File: src/rtl/sisc_pkg.sv
// Shared opcode, state, alu_op and status-bit definitions for the SISC control path.
// SISC_BRANCH_NOT_EN adds the inverted-condition branches BNR/BNA.
package sisc_pkg;

  localparam logic [3:0] OP_NOP  = 4'h0;
  localparam logic [3:0] OP_ALU  = 4'h1;
  localparam logic [3:0] OP_ADDI = 4'h2;
  localparam logic [3:0] OP_BRR  = 4'h4;
  localparam logic [3:0] OP_BRA  = 4'h5;
  localparam logic [3:0] OP_BNR  = 4'h6;
  localparam logic [3:0] OP_BNA  = 4'h7;
  localparam logic [3:0] OP_LOD  = 4'h8;
  localparam logic [3:0] OP_STR  = 4'h9;
  localparam logic [3:0] OP_HLT  = 4'hF;

  typedef enum logic [2:0] {
    ST_START0  = 3'd0,
    ST_START1  = 3'd1,
    ST_FETCH   = 3'd2,
    ST_DECODE  = 3'd3,
    ST_EXECUTE = 3'd4,
    ST_MEM     = 3'd5,
    ST_WBACK   = 3'd6,
    ST_HALTED  = 3'd7
  } state_t;

  localparam logic [1:0] ALUOP_REG    = 2'b00;
  localparam logic [1:0] ALUOP_IMM    = 2'b01;
  localparam logic [1:0] ALUOP_ADDR   = 2'b11;
  localparam logic [1:0] ALUOP_NOSAVE = 2'b10;

  localparam int STAT_C = 3;
  localparam int STAT_V = 2;
  localparam int STAT_N = 1;
  localparam int STAT_Z = 0;

  function automatic logic is_branch(input logic [3:0] op);
    logic r;
    r = (op == OP_BRR) || (op == OP_BRA);
`ifdef SISC_BRANCH_NOT_EN
    r = r || (op == OP_BNR) || (op == OP_BNA);
`endif
    return r;
  endfunction

  function automatic logic is_abs_branch(input logic [3:0] op);
    logic r;
    r = (op == OP_BRA);
`ifdef SISC_BRANCH_NOT_EN
    r = r || (op == OP_BNA);
`endif
    return r;
  endfunction

  // Opcodes that need the ALU, i.e. leave DECODE for EXECUTE.
  function automatic logic is_exec(input logic [3:0] op);
    return (op == OP_ALU) || (op == OP_ADDI) || (op == OP_LOD) || (op == OP_STR);
  endfunction

  function automatic logic [1:0] exec_aluop(input logic [3:0] op);
    logic [1:0] r;
    case (op)
      OP_ADDI:        r = ALUOP_IMM;
      OP_LOD, OP_STR: r = ALUOP_ADDR;
      default:        r = ALUOP_REG;
    endcase
    return r;
  endfunction

endpackage

File: src/rtl/sisc_br_eval.sv
// Branch condition evaluator: taken when any masked status bit is set (mm==0 = always).
// With SISC_BRANCH_NOT_EN, BNR/BNA are taken when no masked bit is set (mm==0 = never).
module sisc_br_eval
  import sisc_pkg::*;
#(
  parameter int OPW = 4,
  parameter int MMW = 4
) (
  input  logic [OPW-1:0] i_op,
  input  logic [MMW-1:0] i_mm,
  input  logic [MMW-1:0] i_stat,
  output logic           o_taken
);

  logic w_any;
  logic w_mm_zero;

  // mm bit i selects status bit i, so mm[STAT_Z] tests Z, mm[STAT_C] tests C.
  assign w_any     = |(i_mm & i_stat);
  assign w_mm_zero = (i_mm == '0);

  always_comb begin
    o_taken = 1'b0;
    case (i_op)
      OP_BRR, OP_BRA: o_taken = w_mm_zero || w_any;
`ifdef SISC_BRANCH_NOT_EN
      OP_BNR, OP_BNA: o_taken = !w_mm_zero && !w_any;
`endif
      default:        o_taken = 1'b0;
    endcase
  end

endmodule

File: src/rtl/sisc_ctrl.sv
// SISC multi-cycle controller: FSM sequencing PC/IR/ALU/regfile/dmem controls from the IR opcode.
// Outputs are decoded combinationally from (state, op); SISC_BRANCH_NOT_EN enables BNR/BNA.
module sisc_ctrl
  import sisc_pkg::*;
#(
  parameter int OPW = 4,
  parameter int MMW = 4
) (
  input  logic        clk,
  input  logic        rst,
  input  logic [31:0] instr,
  input  logic [3:0]  stat,
  output logic        ir_load,
  output logic        pc_write,
  output logic        pc_rst,
  output logic        pc_sel,
  output logic        br_sel,
  output logic [1:0]  alu_op,
  output logic        rf_we,
  output logic        wb_sel,
  output logic        mm_sel,
  output logic        dm_we,
  output logic        halt
);

  state_t r_state;
  state_t w_next;

  logic [OPW-1:0] w_op;
  logic [MMW-1:0] w_mm;
  logic           w_taken;
  logic           w_is_lod;
  logic           w_is_str;
  logic [1:0]     w_exec_aluop;
  logic           w_unused_instr;

  assign w_op         = instr[31 -: OPW];
  assign w_mm         = instr[27 -: MMW];
  assign w_is_lod     = (w_op == OP_LOD);
  assign w_is_str     = (w_op == OP_STR);
  assign w_exec_aluop = exec_aluop(w_op);

  // Immediate/funct fields feed the datapath, not the controller.
  assign w_unused_instr = &{1'b0, instr[23:0]};

  sisc_br_eval #(
    .OPW (OPW),
    .MMW (MMW)
  ) u_br_eval (
    .i_op    (w_op),
    .i_mm    (w_mm),
    .i_stat  (stat),
    .o_taken (w_taken)
  );

  always_ff @(posedge clk) begin
    if (rst) begin
      r_state <= ST_START0;
    end else begin
      r_state <= w_next;
    end
  end

  always_comb begin
    w_next = r_state;
    case (r_state)
      ST_START0:  w_next = ST_START1;
      ST_START1:  w_next = ST_FETCH;
      ST_FETCH:   w_next = ST_DECODE;
      ST_DECODE: begin
        if (w_op == OP_HLT) begin
          w_next = ST_HALTED;
        end else if (is_exec(w_op)) begin
          w_next = ST_EXECUTE;
        end else begin
          w_next = ST_FETCH;
        end
      end
      ST_EXECUTE: w_next = (w_is_lod || w_is_str) ? ST_MEM : ST_WBACK;
      ST_MEM:     w_next = w_is_lod ? ST_WBACK : ST_FETCH;
      ST_WBACK:   w_next = ST_FETCH;
      ST_HALTED:  w_next = ST_HALTED;
      default:    w_next = ST_START0;
    endcase
  end

  always_comb begin
    ir_load  = 1'b0;
    pc_write = 1'b0;
    pc_rst   = 1'b0;
    pc_sel   = 1'b0;
    br_sel   = 1'b0;
    alu_op   = ALUOP_REG;
    rf_we    = 1'b0;
    wb_sel   = 1'b0;
    mm_sel   = 1'b0;
    dm_we    = 1'b0;
    halt     = 1'b0;
    case (r_state)
      ST_START0, ST_START1: begin
        pc_rst = 1'b1;
      end
      ST_FETCH: begin
        ir_load  = 1'b1;
        pc_write = 1'b1;
      end
      ST_DECODE: begin
        // w_taken is only ever set for branch opcodes.
        if (w_taken) begin
          pc_write = 1'b1;
          pc_sel   = 1'b1;
          br_sel   = is_abs_branch(w_op);
        end
      end
      ST_EXECUTE: begin
        alu_op = w_exec_aluop;
      end
      ST_MEM: begin
        mm_sel = 1'b1;
        dm_we  = w_is_str;
      end
      ST_WBACK: begin
        // Keep the ALU result stable but stop it re-saving status.
        alu_op = w_exec_aluop | ALUOP_NOSAVE;
        rf_we  = 1'b1;
        wb_sel = w_is_lod;
        mm_sel = w_is_lod;
      end
      ST_HALTED: begin
        halt = 1'b1;
      end
      default: begin
        pc_rst = 1'b1;
      end
    endcase
  end

endmodule

File: config.mk
export PLATFORM = sky130hd
export DESIGN_NAME = sisc_ctrl
export DESIGN_NICKNAME = d
export VERILOG_FILES = /design/src/rtl/sisc_pkg.sv /design/src/rtl/sisc_br_eval.sv /design/src/rtl/sisc_ctrl.sv
export SDC_FILE = /design/constraint.sdc
export NUM_CORES = 1
export LEC_CHECK = 0
export ABC_AREA = 1
export BUFFER_PORTS_ARGS = -buffer_cell sky130_fd_sc_hd__clkbuf_2
export CAP_MARGIN = 20
export CORE_AREA = 2 2 39 41
export CTS_CLUSTER_SIZE = 10
export DETAILED_ROUTE_END_ITERATION = 12
export DIE_AREA = 0 0 41 43
export PLACE_DENSITY = 0.85
export RECOVER_POWER = 50
export REMOVE_ABC_BUFFERS = 1
export SLEW_MARGIN = 10
export SYNTH_ARGS = -nofsm -noshare
export SYNTH_HDL_FRONTEND = slang
export SYNTH_SLANG_ARGS = --single-unit
File: constraint.sdc
create_clock -name clk -period 2.05 [get_ports clk]
set_clock_uncertainty 0.2 [all_clocks]
set_input_delay 0.41 -clock clk [delete_from_list [all_inputs] [get_ports clk]]
set_output_delay 0.41 -clock clk [all_outputs]
set_load 0.02 [all_outputs]
Word-level counts from Yosys, hierarchy flattened
Cells that the tools add are included.
W data, S select, Z words.
{"block": "word_totals", "ff_bits": 3, "out_inout_bits": 12, "wordCells": 48}
{"block": "op_classes", "eq_ne": 14, "n_mux": 20, "n_bitwise": 1, "n_reduce_logical": 12}
{"cell": "$pmux W3 S7", "count": 1}
{"cell": "$eq A3 B3 Y1 const B", "count": 4}
{"cell": "$eq A4 B4 Y1 const B", "count": 3}
{"cell": "$mux W1", "count": 11}
{"cell": "$mux W3", "count": 3}
{"cell": "$eq A4 B3 Y1 const B", "count": 2}
{"cell": "$pmux W2 S2", "count": 2}
{"cell": "$reduce_or A2 Y1", "count": 4}
{"cell": "$eq A3 B2 Y1 const B", "count": 2}
{"cell": "$logic_or A1 B1 Y1", "count": 5}
{"cell": "$and A4 B4 Y4", "count": 1}
{"cell": "$eq A4 B1 Y1 const B", "count": 1}
{"cell": "$eq A4 B2 Y1 const B", "count": 1}
{"cell": "$logic_not A4 Y1", "count": 1}
{"cell": "$pmux W1 S2", "count": 2}
{"cell": "$reduce_or A4 Y1", "count": 1}
{"cell": "$eq A3 B1 Y1 const B", "count": 1}
{"cell": "$logic_not A3 Y1", "count": 1}
{"cell": "$mux W2", "count": 1}

Longest topological paths before layout
Gate-level depths: netlist (run 1).
{"block": "depth", "depth_word": 7, "mapped_depth": 8, "ltp_nobuf": 8}

Hierarchy
From an unflattened synthesis (run 1), not the netlist that was laid out.
{"block": "unflattened", "cells_unflattened": 78, "hier_area_um2": 399.1}
{"mod": "sisc_ctrl", "instances": 1, "cells_each": 65, "area_per_inst_um2": 345.3, "seq_area_each_um2": 60.1}
{"mod": "sisc_br_eval", "instances": 1, "cells_each": 13, "area_per_inst_um2": 53.8, "seq_area_each_um2": 0.0}

Least setup slack after synthesis (run 1)
OpenSTA, ideal clock, no wires.
{"block": "synth_path", "kind": "register to output", "from": "register r_state[1]", "to": "output port mm_sel", "t_arrival_ps": 1192, "required_ps": 1440, "path_slack_ps": 248, "path_stages_with_launch": 5, "n_path_buf": 0, "cell_sequence": "dfxtp_1 inv_1 nor2_1 nand2_1 o21ai_0"}
{"block": "synth_via", "elab_chain_len": 2, "word_cells_on_any_way": 3, "classes_between": "eq/ne: 2; mux: 1"}
{"item": "start: declaration", "line_no": "sisc_ctrl.sv:26", "rtl": "state_t r_state;"}
{"item": "start signal: assignment", "line_no": "sisc_ctrl.sv:60", "rtl": "r_state <= w_next;"}
{"item": "$eq A3 B3 Y1", "line_no": "sisc_ctrl.sv:99", "rtl": "case (r_state)"}
{"item": "$pmux W1 S2 (*)", "line_no": "sisc_ctrl.sv:99"}
{"item": "end: declaration", "line_no": "sisc_ctrl.sv:21", "rtl": "output logic mm_sel,"}
Mark *: on every way between the ends. The rest lies on a longest branch, timed or not.

Worst setup path after layout (run 1)
{"block": "layout_path", "from": "register r_state[2]", "to": "output port pc_write"}
{"block": "layout_via", "elab_chain_len": 2, "word_cells_on_any_way": 3, "classes_between": "eq/ne: 2; mux: 1"}
{"item": "$eq A3 B2 Y1", "line_no": "sisc_ctrl.sv:99"}
{"item": "$pmux W1 S2 (*)", "line_no": "sisc_ctrl.sv:99"}
{"item": "end: declaration", "line_no": "sisc_ctrl.sv:14", "rtl": "output logic pc_write,"}
Marked as above.

==> results of run 1 <==
worst max path at each step:
stage                endpoint  slack (ns)  cells past startpoint
global placement    alu_op[1]        0.24                      7
finish               pc_write        0.11                      8
global route         pc_write      -0.005                      8
CTS                  pc_write   0.0000009                      8
detailed placement     mm_sel        0.21                      6
floorplan              mm_sel        0.25                      4
stage by stage:
stage	cells	total power [mW]	worst slack (ns)	area, sq um
after floorplan	74	0.1198	0.2480	374.1
after global placement	115	0.1472	0.2445	519.2
after detailed placement	115	0.1497	0.2087	519.2
after CTS	119	0.2577	0.0000008882	549.3
after global routing	121	0.2816	-0.005358	566.8
final	121	0.2555	0.1136	566.8
cells in the final DEF, fill, tap and decap left out:
cell type / n
sky130_fd_sc_hd__clkbuf_2: 22
sky130_fd_sc_hd__nand2_1: 19
sky130_fd_sc_hd__nor2_1: 18
sky130_fd_sc_hd__inv_1: 10
sky130_fd_sc_hd__nand3_1: 7
sky130_fd_sc_hd__a21oi_1: 4
sky130_fd_sc_hd__o21ai_0: 3
sky130_fd_sc_hd__clkbuf_4: 3
sky130_fd_sc_hd__buf_4: 3
sky130_fd_sc_hd__dfxtp_2: 3
sky130_fd_sc_hd__inv_2: 2
sky130_fd_sc_hd__nand2_2: 2
sky130_fd_sc_hd__nor2_2: 2
sky130_fd_sc_hd__buf_2: 2
sky130_fd_sc_hd__a21boi_0: 1
sky130_fd_sc_hd__nor2_4: 1
sky130_fd_sc_hd__nand3_2: 1
sky130_fd_sc_hd__nand4_1: 1
sky130_fd_sc_hd__clkbuf_1: 1
per-layer routing:
| metal | up-vias | wire length [um] | GRT usage, % |
|---|---|---|---|
| met1 | 224 | 414 | 11.46 |
| met3 | 0 | 66 | 0 |
| li1 | 291 | - | - |
| met2 | 22 | 545 | 24.38 |
| met4 | 0 | 0 | 9.333 |
| met5 | - | 0 | 0 |
area by class of cell:
| cell class | count | area (sq um) | area share, % |
|---|---|---|---|
| Multi-Input combinational cell | 59 | 269.0 | 47.46 |
| Timing Repair Buffer | 27 | 142.6 | 25.17 |
| Sequential cell | 3 | 63.81 | 11.26 |
| Inverter | 12 | 45.04 | 7.947 |
| Clock buffer | 4 | 26.28 | 4.636 |
| Tap cell | 16 | 20.02 | 3.532 |
worst max-delay path, delay by kind of cell, from the launching register on:
kind,cells,cell delay [ns]
flip-flops,1,0.34
AND/OR/NAND/NOR,5,0.45
AO/OA/AOI/OAI,1,0.08
buffers and inverters,2,0.25
cell families after synthesis:
family	count (synthesis)	share of synthesized area [%]
simple gates	51	60.53
buf+inv	12	12.04
compound gates	8	11.37
flops	3	16.05
power by group through the flow:
stage | combinational (mW) | sequential, mW | clock, mW
floorplan | 0.0500 | 0.0699 | 0
global placement | 0.0758 | 0.0714 | 0
detailed placement | 0.0782 | 0.0714 | 0
CTS | 0.0794 | 0.0709 | 0.107
global route | 0.0917 | 0.0725 | 0.117
finish | 0.0820 | 0.0717 | 0.102
synth_stat cells (all sizes together):
cell type | number | area share (%)
dfxtp | 3 | 16
nor2 | 21 | 24
inv | 12 | 12
nand2 | 21 | 22
a21oi | 4 | 5.4
nand4 | 1 | 1.7
a21boi | 1 | 2.0
o21ai | 3 | 4.0
nand3 | 8 | 12
timing repair:
action,4_1_cts,5_1_grt
pin swaps,0,1
buffers inserted,0,2
gates resized for setup,2,5
gates cloned,0,0
endpoints found under the setup margin,1,4
hold buffers,0,0
==> impl_metrics.prom, run 1 <==
# TYPE chip_impl_metric gauge
chip_impl_metric{name="grt_start_max_net_pins",unit=""} 8
chip_impl_metric{name="remaining_drc_errors",unit=""} 0
chip_impl_metric{name="p_per_area",unit="mW/mm^2"} 450.8
chip_impl_info{name="tritoncts",value="done"} 1
chip_impl_metric{name="route.final.wire_length",unit="um"} 1026
chip_impl_info{name="registers_with_the_most_flip_flops",value="r_state (3)"} 1
chip_impl_metric{name="die_w",unit="um"} 41
chip_impl_metric{name="cpPeakStageDelay",unit="ns"} 0.34
chip_impl_metric{name="maxCapViolCount",unit=""} 0
chip_impl_metric{name="synth.lib_cells_used.distinct",unit=""} 14
chip_impl_info{name="cpMaxStageDelayCell",value="sky130_fd_sc_hd__dfxtp_2"} 1
chip_impl_info{name="outcome",value="completed"} 1
chip_impl_metric{name="placeableCoreArea",unit="sq mm"} 0.001384
chip_impl_metric{name="layout.core_utilization",unit="%"} 40.96
chip_impl_metric{name="clock_transition_at_the_register_clock_pins_on_the_worst_setup_and_hold_paths_after_cts",unit="ns"} 0.04
chip_impl_metric{name="critical_path.max_fanout",unit=""} 6
chip_impl_metric{name="final.min_clock_period",unit="ns"} 1.936
chip_impl_metric{name="largest_register_ff_count",unit=""} 3
chip_impl_metric{name="post_synth_design_cell_area",unit="sq um"} 374.1
chip_impl_metric{name="hold_viol_final",unit=""} 0
chip_impl_metric{name="cells_after_synthesis",unit=""} 74
chip_impl_metric{name="finalWeightedCongestion",unit=""} 0.8056
chip_impl_info{name="reg2reg_from",value="r_state[2]"} 1
chip_impl_metric{name="post-dp-hpwl",unit="um"} 875.6
chip_impl_metric{name="post_route_cells_drive_above_1_share",unit="%"} 39.05
chip_impl_metric{name="area_growth_synth_to_finish",unit="%"} 51.51
chip_impl_info{name="hold-path-endpoint",value="r_state[0]"} 1
chip_impl_metric{name="initial_utilization",unit="%"} 27.03
chip_impl_metric{name="insertion_delay",unit="ns"} 0.23
chip_impl_metric{name="reg2reg_depth",unit=""} 6
chip_impl_info{name="worst_path_most_repeated_cell",value="sky130_fd_sc_hd__nand2_2"} 1
chip_impl_metric{name="seq_power_share",unit="%"} 28.0
chip_impl_metric{name="num-nets-final",unit=""} 144
chip_impl_metric{name="pwr-share-clk",unit="%"} 39.9
chip_impl_metric{name="maxSlewHeadroom",unit="%"} 87.29
chip_impl_metric{name="die_outline_area",unit="sq mm"} 0.001763
chip_impl_metric{name="cts_buffers",unit=""} 3
chip_impl_info{name="root_buffer",value="sky130_fd_sc_hd__clkbuf_4"} 1
chip_impl_metric{name="avgSynthCellArea",unit="sq um"} 5.056
chip_impl_metric{name="i_o_pins",unit=""} 50
chip_impl_info{name="end_kind",value="output port"} 1
chip_impl_metric{name="drv_slew",unit=""} 0
chip_impl_metric{name="timing.setup.tns",unit="ns"} 0
chip_impl_info{name="startpoint_type",value="flop"} 1
chip_impl_info{name="critical_path.cell_chain",value="inv_2, nand2_2, nor2_4, nand3_2, nor2_2, nand2_2, o21ai_0, buf_4"} 1
chip_impl_info{name="r2r_end",value="r_state[1]"} 1
chip_impl_metric{name="grt_antenna_before_repair",unit=""} 0
chip_impl_metric{name="finalCritPeriodShare",unit="%"} 94.46
chip_impl_metric{name="cts_sinks",unit=""} 3
chip_impl_metric{name="power.share.combinational",unit="%"} 32.1
chip_impl_metric{name="worst_case_hold_slack",unit="ns"} 0.1636
chip_impl_metric{name="final_antenna_net_count",unit=""} 0
chip_impl_metric{name="vias_per_cell",unit=""} 4.438
chip_impl_metric{name="htree_levels",unit=""} 1
chip_impl_metric{name="swShare",unit="%"} 33.36
chip_impl_metric{name="track_usage",unit="%"} 12.81
chip_impl_metric{name="die_y",unit="um"} 43
chip_impl_metric{name="first_pass_iters",unit=""} 4
chip_impl_metric{name="yosysSeqAreaShare",unit="%"} 16.05
chip_impl_metric{name="p_leak",unit="nW"} 0.3437
chip_impl_metric{name="hold-path-cell-count",unit=""} 2
chip_impl_metric{name="first_global_vias",unit=""} 491
chip_impl_info{name="min_path_type",value="in2reg"} 1
chip_impl_metric{name="ff2ff_setup_slack",unit="ns"} 0.78
chip_impl_metric{name="synth-seq-cells",unit=""} 3
chip_impl_info{name="max_flop_register",value="r_state"} 1
chip_impl_metric{name="place.port_buffers",unit=""} 25
chip_impl_metric{name="timing.critical_path.required",unit="ns"} 1.44
chip_impl_metric{name="worst_ep_arrival_time",unit="ns"} 1.33
chip_impl_metric{name="synth.yosys.warnings",unit=""} 0
chip_impl_metric{name="final_layout_fill_cell_count",unit=""} 162
chip_impl_metric{name="timing.fmax",unit="MHz"} 516.4
chip_impl_info{name="setup.worst_path.class",value="reg2out"} 1
chip_impl_metric{name="max-vdd-ir-drop",unit="mV"} 0.2081
chip_impl_metric{name="route.vias.total",unit=""} 537
chip_impl_metric{name="worst_slew_pin_slew",unit="ns"} 0.1900
chip_impl_metric{name="p_switching",unit="mW"} 0.08524
chip_impl_metric{name="cts_buffer_depth",unit=""} 2
chip_impl_metric{name="intPower",unit="mW"} 0.1703
chip_impl_metric{name="rows",unit=""} 14
chip_impl_metric{name="drt_first_iter_violations",unit=""} 3
chip_impl_metric{name="globalRouteOverflowTotal",unit=""} 0
chip_impl_info{name="critical_path_origin",value="r_state[2]"} 1
chip_impl_metric{name="grt_first_pass_wirelength",unit="um"} 1607
chip_impl_metric{name="antenna_cells",unit=""} 0
chip_impl_info{name="min_from",value="rst"} 1
chip_impl_metric{name="avgRoutedWirePerCell",unit="um"} 8.479
chip_impl_metric{name="report.final.setup_viol",unit=""} 0
(Power assumes the default switching activity.)
==> inputs of run 2 (changes only) <==
CELL_PAD_IN_SITES_DETAIL_PLACEMENT = 1   (was default)
CELL_PAD_IN_SITES_GLOBAL_PLACEMENT = 2   (was default)
CORE_AREA = default   (was 2 2 39 41)
CORE_MARGIN = 2   (was default)
CORE_UTILIZATION = 12   (was default)
DIE_AREA = default   (was 0 0 41 43)
MAX_ROUTING_LAYER = met4   (was default)
PLACE_DENSITY = 0.93   (was 0.85)
==> run 2 against run 1 <==
  * Clock power is essentially flat
  * Global-route usage shrank 4.2 points
  * Sequential cell count is the same
  * Combinational power grew 4.1%
  * Utilization shrank 21 points
  * Wire length grew 33%
  * Highest routed layer is now met4
==> impl_metrics.prom, run 2 (synthesis gave the netlist of run 1 again) <==
# TYPE chip_impl_metric gauge
chip_impl_metric{name="area_growth_synth_to_finish",unit="%"} 61.20
chip_impl_info{name="startpoint_type",value="flop"} 1
chip_impl_metric{name="cts_hold_repair.buffers",unit=""} 0
chip_impl_info{name="path_delay_family",value="simple AND/OR/NAND/NOR gates"} 1
chip_impl_metric{name="antenna_cells",unit=""} 0
chip_impl_metric{name="critical_path.max_fanout",unit=""} 6
chip_impl_metric{name="route.vias.total",unit=""} 568
chip_impl_info{name="tritoncts",value="done"} 1
chip_impl_metric{name="i_o_pins",unit=""} 50
chip_impl_metric{name="remaining_drc_errors",unit=""} 0
chip_impl_metric{name="die_outline_area",unit="sq mm"} 0.003580
chip_impl_metric{name="final.min_clock_period",unit="ns"} 1.958
chip_impl_metric{name="post-dp-hpwl",unit="um"} 1166
chip_impl_info{name="registers_with_the_most_flip_flops",value="r_state (3)"} 1
chip_impl_metric{name="fin_area",unit="sq um"} 603.1
chip_impl_metric{name="report.final.setup_viol",unit=""} 0
chip_impl_metric{name="avgRoutedWirePerCell",unit="um"} 9.750
chip_impl_metric{name="first_pass_iters",unit=""} 3
chip_impl_metric{name="die_w",unit="um"} 59.84
chip_impl_metric{name="worst_slew_pin_slew",unit="ns"} 0.2585
chip_impl_info{name="grt_setup_unrepaired",value="true"} 1
chip_impl_info{name="outcome",value="completed"} 1
chip_impl_metric{name="maxSlewHeadroom",unit="%"} 82.84
chip_impl_metric{name="p_per_area",unit="mW/mm^2"} 434.1
chip_impl_info{name="cpMaxStageDelayCell",value="sky130_fd_sc_hd__dfxtp_2"} 1
chip_impl_metric{name="worst_ep_arrival_time",unit="ns"} 1.35
chip_impl_metric{name="timing.critical_path.required",unit="ns"} 1.44
chip_impl_metric{name="cts_sinks",unit=""} 3
chip_impl_metric{name="p_leak",unit="nW"} 0.3459
chip_impl_info{name="critical_path.cell_chain",value="nand2_2, nor2_4, nand3_2, nor2_2, nand2_2, o21ai_0, buf_4"} 1
chip_impl_metric{name="globalRouteOverflowTotal",unit=""} 0
chip_impl_info{name="root_buffer",value="sky130_fd_sc_hd__clkbuf_4"} 1
chip_impl_metric{name="num-nets-final",unit=""} 146
chip_impl_metric{name="drt_first_iter_violations",unit=""} 16
chip_impl_metric{name="timing.critical_path.buf_inv",unit=""} 1
chip_impl_metric{name="max-vdd-ir-drop",unit="mV"} 0.1270
chip_impl_metric{name="grt_antenna_before_repair",unit=""} 0
chip_impl_metric{name="drv_slew",unit=""} 0
chip_impl_metric{name="die_y",unit="um"} 59.84
chip_impl_metric{name="post_route_cells_drive_above_1_share",unit="%"} 39.25
chip_impl_metric{name="cts_buffer_depth",unit=""} 2
chip_impl_metric{name="insertion_delay",unit="ns"} 0.23
chip_impl_metric{name="hold_viol_final",unit=""} 0
chip_impl_info{name="worst_path_most_repeated_cell",value="sky130_fd_sc_hd__nand2_2"} 1
chip_impl_metric{name="timing.setup.tns",unit="ns"} 0
chip_impl_metric{name="timing.fmax",unit="MHz"} 510.7
chip_impl_metric{name="vias_per_cell",unit=""} 4.057
chip_impl_metric{name="final_layout_fill_cell_count",unit=""} 401
chip_impl_metric{name="final_antenna_net_count",unit=""} 0
chip_impl_metric{name="layoutNonFillerInstCount",unit=""} 140
chip_impl_metric{name="maxCapViolCount",unit=""} 0
chip_impl_metric{name="placeableCoreArea",unit="sq mm"} 0.003003
chip_impl_metric{name="layout.core_utilization",unit="%"} 20.08
chip_impl_info{name="end_kind",value="output port"} 1
chip_impl_info{name="setup.worst_path.class",value="reg2out"} 1
chip_impl_metric{name="route.final.wire_length",unit="um"} 1365
chip_impl_info{name="max_flop_register",value="r_state"} 1
chip_impl_metric{name="grt_start_max_net_pins",unit=""} 8
chip_impl_metric{name="cts_buffers",unit=""} 3
chip_impl_info{name="mostFrequentLayoutCell",value="sky130_fd_sc_hd__clkbuf_2"} 1
chip_impl_metric{name="rows",unit=""} 20
chip_impl_metric{name="power",unit="mW"} 0.2618
chip_impl_metric{name="largest_register_ff_count",unit=""} 3
chip_impl_metric{name="finalWeightedCongestion",unit=""} 0.7724
chip_impl_info{name="min_path_type",value="in2reg"} 1
chip_impl_metric{name="initial_utilization",unit="%"} 12.46
chip_impl_metric{name="first_global_vias",unit=""} 592
chip_impl_metric{name="finalCritPeriodShare",unit="%"} 95.52
chip_impl_metric{name="placedInstanceArea",unit="sq um"} 540.5
chip_impl_metric{name="grt_first_pass_wirelength",unit="um"} 2277
chip_impl_info{name="layout.cells.most_common_list",value="sky130_fd_sc_hd__clkbuf_2 (21), sky130_fd_sc_hd__nand2_1 (19), sky130_fd_sc_hd__nor2_1 (17)"} 1
chip_impl_metric{name="clock_transition_at_the_register_clock_pins_on_the_worst_setup_and_hold_paths_after_cts",unit="ns"} 0.04
chip_impl_metric{name="numPlacedInstances",unit=""} 132
chip_impl_metric{name="track_usage",unit="%"} 8.652
chip_impl_metric{name="htree_levels",unit=""} 1
chip_impl_metric{name="cpPeakStageDelay",unit="ns"} 0.38
chip_impl_metric{name="place.port_buffers",unit=""} 25
-- run 2: cell count changes in the layout (fill, tap and decap cells not counted), sizes merged --
| cell | previous run | this run |
|---|---|---|
| buf | 5 | 6 |
| clkbuf | 26 | 27 |
-- run 2: timing repair --
action	4_1_cts	5_1_grt
setup endpoints to repair	1	6
setup buffers	2	2
resized for setup	3	4
endpoints found under the hold margin	0	0
pin swaps	0	1
-- run 2: metrics by stage --
step                setup WS [ns]  hold WS (ns)
floorplan                  0.2480        0.2791
global placement           0.2142        0.4094
detailed placement         0.1382        0.4142
CTS                       0.01324        0.1569
global route             -0.02057        0.1735
finish                    0.09186        0.1598
-- run 2: per-layer routing --
layer	track usage, %	up-vias	routed length, um
li1	-	297	-
met1	7.613	253	542
met2	16.93	16	734
met3	1.515	2	83
met4	4.762	0	5
met5	-	-	0
-- run 2: final cells by class --
| cell class | count | area (sq um) | share of cell area [%] |
|---|---|---|---|
| multi-input combinational | 59 | 271.5 | 45.02 |
| timing repair buffer | 29 | 155.1 | 25.73 |
| sequential | 3 | 63.81 | 10.58 |
| inverter | 12 | 45.04 | 7.469 |
| tap | 33 | 41.29 | 6.846 |
| clock buffer | 4 | 26.28 | 4.357 |
-- run 2: path summary, 6_finish.rpt --
| path | from | to | slack (ns) | cells past startpoint |
|---|---|---|---|---|
| max reg2reg | r_state[2] | r_state[2] | 0.74 | 8 |
| min reg2reg | r_state[0] | r_state[0] | 0.47 | 3 |
| max | r_state[1] | pc_write | 0.09 | 7 |
| min | rst | r_state[1] | 0.16 | 2 |
-- run 2: report_power, final --
group	switching (mW)	internal [mW]	leakage (nW)
clock network	0.0308	0.0730	0.0150
registers	0.00837	0.0642	0.0257
logic	0.0509	0.0345	0.305
total	0.0901	0.172	0.346
==> inputs of run 3 (changes only) <==
BUFFER_PORTS_ARGS = -buffer_cell sky130_fd_sc_hd__buf_2   (was -buffer_cell sky130_fd_sc_hd__clkbuf_2)
==> run 3 against run 2 <==
  * Combinational power decreased by 4.2%
  * Non-clock buffer count decreased by 2
  * Sequential share of layout area increased by 0.32 points
  * Total power decreased by 2.5%
  * Clock-buffer cell count unchanged
  * Wire length decreased by 8.1%
  * Critical path type unchanged
  * Largest cell class unchanged
  * Largest power group unchanged
==> impl_metrics.prom, run 3 (synthesis gave the netlist of run 1 again) <==
# TYPE chip_impl_metric gauge
chip_impl_metric{name="first_global_vias",unit=""} 553
chip_impl_metric{name="pre_cts_slack",unit="ns"} 0.1750
chip_impl_info{name="max_flop_register",value="r_state"} 1
chip_impl_metric{name="final_antenna_net_count",unit=""} 0
chip_impl_metric{name="clock_transition_at_the_register_clock_pins_on_the_worst_setup_and_hold_paths_after_cts",unit="ns"} 0.04
chip_impl_metric{name="seq_power_share",unit="%"} 28.1
chip_impl_metric{name="post-dp-hpwl",unit="um"} 1105
chip_impl_metric{name="antenna_cells",unit=""} 0
chip_impl_metric{name="die_outline_area",unit="sq mm"} 0.003580
chip_impl_metric{name="drt_first_iter_violations",unit=""} 18
chip_impl_metric{name="final_layout_fill_cell_count",unit=""} 404
chip_impl_metric{name="initial_utilization",unit="%"} 12.46
chip_impl_info{name="critical_path.cell_chain",value="inv_2, buf_4, nor2_1, a21boi_0, buf_2"} 1
chip_impl_metric{name="report.final.setup_viol",unit=""} 0
chip_impl_metric{name="pwr-share-clk",unit="%"} 39.8
chip_impl_metric{name="cts_hold_repair.buffers",unit=""} 0
chip_impl_metric{name="worst_case_hold_slack",unit="ns"} 0.1589
chip_impl_metric{name="post_route_cells_drive_above_1_share",unit="%"} 39.05
chip_impl_metric{name="layoutNonFillerInstCount",unit=""} 138
chip_impl_metric{name="p_per_area",unit="mW/mm^2"} 435.7
chip_impl_metric{name="final.setup.worst_slack",unit="ns"} 0.1184
chip_impl_metric{name="htree_levels",unit=""} 1
chip_impl_metric{name="finalWeightedCongestion",unit=""} 0.7509
chip_impl_metric{name="place.port_buffers",unit=""} 25
chip_impl_metric{name="route.vias.total",unit=""} 551
chip_impl_metric{name="vias_per_cell",unit=""} 3.993
chip_impl_info{name="root_buffer",value="sky130_fd_sc_hd__clkbuf_4"} 1
chip_impl_metric{name="max-vdd-ir-drop",unit="mV"} 0.1450
chip_impl_metric{name="grt_antenna_before_repair",unit=""} 0
chip_impl_metric{name="reg2reg_depth",unit=""} 8
chip_impl_metric{name="numPlacedInstances",unit=""} 132
chip_impl_metric{name="critical_path.max_fanout",unit=""} 6
chip_impl_metric{name="largest_register_ff_count",unit=""} 3
chip_impl_metric{name="p_leak",unit="nW"} 0.3471
chip_impl_metric{name="first_pass_iters",unit=""} 2
chip_impl_info{name="tritoncts",value="done"} 1
chip_impl_metric{name="globalRouteOverflowTotal",unit=""} 0
chip_impl_metric{name="timing.critical_path.required",unit="ns"} 1.44
chip_impl_metric{name="finalCritPeriodShare",unit="%"} 94.22
chip_impl_metric{name="worst_ep_arrival_time",unit="ns"} 1.32
chip_impl_metric{name="swShare",unit="%"} 33.64
chip_impl_metric{name="area_growth_synth_to_finish",unit="%"} 56.52
chip_impl_metric{name="timing.fmax",unit="MHz"} 517.7
chip_impl_metric{name="layout.core_utilization",unit="%"} 19.50
chip_impl_metric{name="final.min_clock_period",unit="ns"} 1.932
chip_impl_metric{name="power.share.combinational",unit="%"} 32.1
chip_impl_metric{name="num-nets-final",unit=""} 144
chip_impl_metric{name="hold_viol_final",unit=""} 0
chip_impl_metric{name="cpPeakStageDelay",unit="ns"} 0.37
chip_impl_metric{name="die_w",unit="um"} 59.84
chip_impl_metric{name="maxSlewHeadroom",unit="%"} 84.50
chip_impl_metric{name="insertion_delay",unit="ns"} 0.23
chip_impl_metric{name="p_switching",unit="mW"} 0.08583
chip_impl_metric{name="avgRoutedWirePerCell",unit="um"} 9.094
chip_impl_metric{name="hold-path-cell-count",unit=""} 2
chip_impl_metric{name="placeableCoreArea",unit="sq mm"} 0.003003
chip_impl_metric{name="cts_buffer_depth",unit=""} 2
chip_impl_info{name="end_kind",value="output port"} 1
chip_impl_metric{name="route.final.wire_length",unit="um"} 1255
chip_impl_info{name="registers_with_the_most_flip_flops",value="r_state (3)"} 1
chip_impl_metric{name="maxCapViolCount",unit=""} 0
chip_impl_info{name="cpMaxStageDelayCell",value="sky130_fd_sc_hd__dfxtp_2"} 1
chip_impl_info{name="mostFrequentLayoutCell",value="sky130_fd_sc_hd__buf_2"} 1
chip_impl_metric{name="grt_first_pass_wirelength",unit="um"} 2076
chip_impl_metric{name="remaining_drc_errors",unit=""} 0
chip_impl_info{name="setup.worst_path.class",value="reg2out"} 1
chip_impl_metric{name="drv_slew",unit=""} 0
chip_impl_info{name="layout.cells.most_common_list",value="sky130_fd_sc_hd__buf_2 (25), sky130_fd_sc_hd__nand2_1 (19), sky130_fd_sc_hd__nor2_1 (18)"} 1
chip_impl_info{name="outcome",value="completed"} 1
chip_impl_info{name="grt_setup_unrepaired",value="true"} 1
chip_impl_metric{name="die_y",unit="um"} 59.84
chip_impl_metric{name="track_usage",unit="%"} 7.923
chip_impl_metric{name="intPower",unit="mW"} 0.1693
chip_impl_metric{name="cts_sinks",unit=""} 3
chip_impl_info{name="startpoint_type",value="flop"} 1
chip_impl_metric{name="rows",unit=""} 20
chip_impl_info{name="min_path_type",value="in2reg"} 1
chip_impl_metric{name="cts_buffers",unit=""} 3
chip_impl_metric{name="i_o_pins",unit=""} 50
chip_impl_metric{name="worst_slew_pin_slew",unit="ns"} 0.2317
chip_impl_metric{name="grt_start_max_net_pins",unit=""} 8
==> run 3: cell types whose count changed in the layout (fill, tap and decap cells not counted) <==
cell,previous run,this run
sky130_fd_sc_hd__nor2_1,17,18
sky130_fd_sc_hd__clkbuf_2,21,0
sky130_fd_sc_hd__buf_4,5,2
sky130_fd_sc_hd__clkbuf_1,3,1
sky130_fd_sc_hd__buf_2,1,25
sky130_fd_sc_hd__nor2_2,3,2
==> run 3: worst paths after layout <==
check	start	end	slack, ns
min reg2reg	r_state[1]	r_state[0]	0.43
min	rst	r_state[0]	0.16
max reg2reg	r_state[2]	r_state[1]	0.75
max	r_state[2]	alu_op[0]	0.12
==> run 3: area by class of cell <==
class / count / area, sq um / share of cell area (%)
timing repair buffer: 27 / 140.1 / 23.93
tap: 33 / 41.29 / 7.051
clock buffer: 4 / 26.28 / 4.487
sequential: 3 / 63.81 / 10.90
multi-input combinational: 59 / 269.0 / 45.94
inverter: 12 / 45.04 / 7.692
==> run 3: per-layer routing <==
metal / GRT usage (%) / routed length, um
met3: 1.515 / 76
met5: - / 0
met2: 13.98 / 634
met1: 8.000 / 534
met4: 4.762 / 8
==> run 3: power groups by stage <==
stage	clock [mW]	combinational [mW]	sequential, mW
floorplan	0	0.0500	0.0699
global placement	0	0.0782	0.0715
detailed placement	0	0.0805	0.0717
CTS	0.106	0.0826	0.0708
global route	0.107	0.0936	0.0729
finish	0.102	0.0818	0.0718
==> run 3: metrics by stage <==
step                  TNS, ns  power, mW  instance area [sq um]
detailed placement          0     0.1522                  540.5
CTS                         0     0.2599                  574.3
finish                      0     0.2551                  585.6
global route        -0.006499     0.2739                  585.6
floorplan                   0     0.1198                  374.1
global placement            0     0.1497                  540.5
==> run 3: worst max-delay path, delay by kind of cell, from the launching register on <==
family | cells | cell delay [ns]
buffers and inverters | 3 | 0.40
and+or+nand+nor | 1 | 0.11
DFF | 1 | 0.37
AOI/OAI and AO/OA | 1 | 0.22
==> run 3: timing repair <==
action,in CTS,in global routing
hold endpoints to repair,0,0
setup buffers,1,1
pin swaps,1,0
endpoints found under the setup margin,1,5
resized for setup,0,3
